**src/rtl/display_scan_ctrl.sv**
```systemverilog
// Time-multiplexed scan driver: holds an 8-nibble frame buffer and cycles a
// digit select, presenting the selected nibble and its blank flag to the decoder.
module display_scan_ctrl #(
  parameter int TICK_DIV   = 100000,
  parameter int NUM_DIGITS = 8
) (
  input  logic        clk,
  input  logic        rst_n,
  input  logic        i_wr_en,
  input  logic [2:0]  i_wr_addr,
  input  logic [3:0]  i_wr_data,
  input  logic        i_load_all,
  input  logic [31:0] i_frame_in,
  input  logic [7:0]  i_digit_mask,
  output logic [3:0]  o_num,
  output logic [2:0]  o_sel,
  output logic        o_blank,
  output logic        o_frame_done
);

  localparam int            PW         = (TICK_DIV > 2) ? $clog2(TICK_DIV) : 1;
  localparam logic [PW-1:0] PRESC_LAST = PW'(TICK_DIV - 1);
  localparam logic [2:0]    SEL_LAST   = 3'(NUM_DIGITS - 1);
  localparam logic [3:0]    DIGITS     = 4'(NUM_DIGITS);

  logic [PW-1:0] r_presc;
  logic [2:0]    r_sel;
  logic [3:0]    r_buf [8];
  logic [3:0]    r_num;
  logic          r_blank;
  logic          r_frame_done;

  logic          w_tick;
  logic          w_wrap;
  logic [2:0]    w_sel_nxt;
  logic [3:0]    w_buf_nxt [8];

  always_comb begin
    w_tick    = (r_presc == PRESC_LAST);
    w_wrap    = w_tick && (r_sel == SEL_LAST);
    w_sel_nxt = r_sel;
    if (w_wrap)
      w_sel_nxt = 3'd0;
    else if (w_tick)
      w_sel_nxt = r_sel + 3'd1;
  end

  // Post-edge buffer image; num is read from it so writes show through at once.
  always_comb begin
    for (int k = 0; k < 8; k++)
      w_buf_nxt[k] = i_load_all ? i_frame_in[4*k +: 4] : r_buf[k];
    if (!i_load_all && i_wr_en && ({1'b0, i_wr_addr} < DIGITS))
      w_buf_nxt[i_wr_addr] = i_wr_data;
  end

  always_ff @(posedge clk or negedge rst_n) begin
    if (!rst_n) begin
      r_presc      <= '0;
      r_sel        <= 3'd0;
      for (int k = 0; k < 8; k++)
        r_buf[k] <= 4'd0;
      r_num        <= 4'd0;
      r_blank      <= 1'b0;
      r_frame_done <= 1'b0;
    end else begin
      r_presc      <= w_tick ? '0 : r_presc + PW'(1);
      r_sel        <= w_sel_nxt;
      r_buf        <= w_buf_nxt;
      r_num        <= w_buf_nxt[w_sel_nxt];
      r_blank      <= i_digit_mask[w_sel_nxt];
      r_frame_done <= w_wrap;
    end
  end

  assign o_num        = r_num;
  assign o_sel        = r_sel;
  assign o_blank      = r_blank;
  assign o_frame_done = r_frame_done;

endmodule
```
**config.mk**
```make
export PLATFORM = sky130hd
export DESIGN_NAME = display_scan_ctrl
export DESIGN_NICKNAME = d
export VERILOG_FILES = /design/src/rtl/display_scan_ctrl.sv
export SDC_FILE = /design/constraint.sdc
export NUM_CORES = 1
export LEC_CHECK = 0
export BUFFER_PORTS_ARGS = -buffer_cell sky130_fd_sc_hd__clkbuf_2
export CORE_UTILIZATION = 40
export DETAILED_ROUTE_END_ITERATION = 16
export PLACE_DENSITY = 0.58
export SYNTH_ARGS = -nofsm -noshare
export SYNTH_HDL_FRONTEND = slang
export SYNTH_SLANG_ARGS = --single-unit
```
**constraint.sdc**
```tcl
create_clock -name clk -period 3.5 [get_ports clk]
set_input_delay 0.525 -clock clk [delete_from_list [all_inputs] [get_ports clk]]
set_output_delay 0.525 -clock clk [all_outputs]
set_load 0.02 [all_outputs]
```
==> impl_metrics.json <==
{
  "wl_um": 7500,
  "grt_pass1_vias": 2512,
  "synth_top_area_cell": "dfrtp_1",
  "cts_buffers": 9,
  "cpPeakStageDelay_ns": 0.57,
  "crit_arrival_ns": 3.16,
  "setup_tns_ns": 0,
  "period_minus_slack_ns": 2.95,
  "cp_max_fo": 11,
  "dieArea_um2": 8130,
  "synth_edf_count": 0,
  "cts_resized": 0,
  "final_cell_mix": "59 x clkbuf_2, 58 x dfrtp_1, 32 x mux2i_1, 31 x nor2_1, 27 x nand2_1",
  "max-clock-path-buffers": 2,
  "synthAdderAreaFrac_pct": 1.21,
  "relSlewSlack_pct": 29.1,
  "synthArstFlopShare_pct": 100,
  "yosysTopAreaCellShare_pct": 46.7,
  "ir_drop_v": 0.000185,
  "grt_use_met2_pct": 31.0,
  "synth-compound-area-share_pct": 9.58,
  "root_buffer": "clkbuf_8",
  "grt.total_usage_pct": 19.7,
  "coreArea_um2": 7370,
  "areaGrowthSynthToFinish_pct": 20.8,
  "final_net_count": 428,
  "drt_first_pass_iters": 4,
  "finalCritPeriodShare_pct": 84.3,
  "grt_overflow": 0,
  "layout-drive-gt1-share_pct": 26.9,
  "setup_violations": 0,
  "ant_nets": 0,
  "synth.avg_cell_area_um2": 10.0,
  "tightest_slew_ns": 1.06,
  "die_y_um": 90.2,
  "initial_core_util_pct": 42.2,
  "grt_pass1_wl_um": 12400,
  "synth.area.mux_share_pct": 17.3,
  "final_common_cell": "clkbuf_2",
  "cts_hold_buf": 0,
  "critical_path_class": "flip-flop to flip-flop",
  "synth-seq-cells": 58,
  "drv_cap": 0,
  "diodes": 0,
  "rsz0062_at_grt": "no",
  "cp.required_ns": 3.71,
  "max_freq_mhz": 339,
  "fp.dieW_um": 90.2,
  "clk_pin_slew_ns": 0.07,
  "htree_levels": 3,
  "synth-xor-area-share_pct": 3.66,
  "rows": 31,
  "yosys_warnings": 0,
  "power.density_nw_per_um2": 445,
  "synth_top_family_by_area": "simple AND/OR/NAND/NOR gates",
  "worstPathCellList": "or4b_4 > nor4_4 > buf_4 > mux2_4 > nand2b_1 > o32ai_1 > nor3_1",
  "routabilityCongestion": 0.875,
  "status": "finished, final reports clean",
  "holdWs_ns": 0.373,
  "worstReg2RegEnd": "o_num[1]",
  "yosysUniqueCellTypes": 39,
  "clkLatencyLatePin_ns": 0.34,
  "rrSetupSlack_ns": 0.55,
  "syn_area_um2": 3110,
  "skew_ns": 0.00811,
  "routed_via_density": 5.24,
  "tritoncts": "done",
  "vias": 2505,
  "grtUsageMet1_pct": 26.6,
  "hold_path_class": "input port to asynchronous set/reset pin",
  "antenna_found_initial": 0,
  "synth_area_leaders": "dfrtp_1 47%, mux2i_1 11%, mux2_2 5.4%",
  "syn_inst": 310,
  "leakagePower_nw": 1.85,
  "drc": 0,
  "synth_top_flop_cell": "dfrtp_1",
  "r2r_cells": 7,
  "slew_violations": 0,
  "slowest_stage": "or4b_4",
  "synth_simple_gate_area_share_pct": 17.7,
  "syn-num-nets": 364,
  "post_drt_wl_per_cell_um": 15.7,
  "grt-busiest-layer": "met2",
  "hold_viol": 0,
  "cts_setup_buffers": 0,
  "dp_hpwl_um": 5410,
  "r2r_start": "r_presc[13]",
  "critPathCaptureType": "flip-flop",
  "grt_max_degree": 43,
  "io_buffers": 59,
  "clock-sinks": 58,
  "io-pin-count": 60,
  "ys_seq_area_share_pct": 46.7,
  "grtUsageMet3_pct": 3.13,
  "drtIter0Drc": 160,
  "start_kind": "flip-flop"
}
-- layout make-up --
class | count | area (µm²)
sequential | 58 | 1450
inverter | 17 | 63.8
clock inverter | 6 | 105
tap | 99 | 124
clock buffer | 10 | 128
fill | 716 | 3610
multi-input combinational | 224 | 1550
timing repair buffer | 64 | 333
-- where the power goes --
group          switching, W  total, W  internal, W
logic              0.000108  0.000196    0.0000879
clock network      0.000276  0.000745     0.000470
registers         0.0000120  0.000730     0.000718
total              0.000396   0.00167      0.00128
-- state kept, by name, summed over array words and instances, names as in the netlist --
register,count
o_blank,1
o_frame_done,1
o_num,4
o_sel,3
r_buf,32
r_presc,17
-- critical path: cells and delay by family, from the launching register on --
family / cells / cell delay, ns
AO/OA/AOI/OAI: 1 / 0.50
flip-flops: 1 / 0.42
AND/OR/NAND/NOR: 4 / 1.30
buffers and inverters: 1 / 0.26
multiplexers: 1 / 0.35
-- cell usage after synthesis, types with 2 or more instances --
master    number
dfrtp_1       58
mux2i_1       33
nor2_1        31
nand2_1       27
a21oi_1       25
inv_1         17
mux2_2        15
a211oi_1      12
nand3_1        8
nor3_1         7
o21ai_0        7
xnor2_1        7
clkbuf_1       6
xor2_1         6
and3b_1        4
o32ai_1        4
or2_2          4
buf_2          3
ha_1           3
nand2b_1       3
nor2b_1        3
or3_1          3
or4_1          3
mux2_1         2
nand3b_1       2
nand4_1        2
nor4_1         2
o22ai_1        2
-- layer usage --
metal | vias to the layer above | wire, µm | part of all wire, %
met5 | - | 0 | 0
met3 | 13 | 350 | 4.7
met4 | 0 | 165 | 2.2
met1 | 1183 | 3510 | 47
met2 | 85 | 3470 | 46
li1 | 1224 | - | -
-- how the worst max path moves through the flow --
stage	from	end	slack (ns)	cells past startpoint
final	r_presc[13]	o_num[1]	0.55	7
after global routing	r_presc[13]	o_num[3]	0.43	7
after CTS	r_presc[13]	o_num[1]	0.60	7
after detailed placement	r_presc[13]	o_num[3]	0.64	7
after floorplan	r_presc[13]	o_blank	0.98	7
after global placement	r_presc[13]	o_num[3]	0.66	7
-- logic make-up (layout without fill, tap and decap cells) --
logic type / after synthesis / after routing
adders and majority gates: 3 / 3
DFF: 58 / 58
xor gates and xnor gates: 13 / 13
buffers and inverters: 28 / 97
AOI/OAI and AO/OA: 50 / 50
muxes: 51 / 51
and+or+nand+nor: 107 / 107
-- metrics by stage --
stage,std cells,worst slack (ns),instance area [µm²],power [W],util [%]
detailed placement,462,0.640,3520,0.000940,47.8
floorplan,310,0.980,3110,0.000855,-
finish,478,0.548,3750,0.00167,51.0
CTS,478,0.601,3750,0.00169,51.0
global placement,462,0.659,3520,0.000937,47.8
global route,478,0.430,3750,0.00175,51.0
No activity file was read; power rests on OpenSTA's default activity.
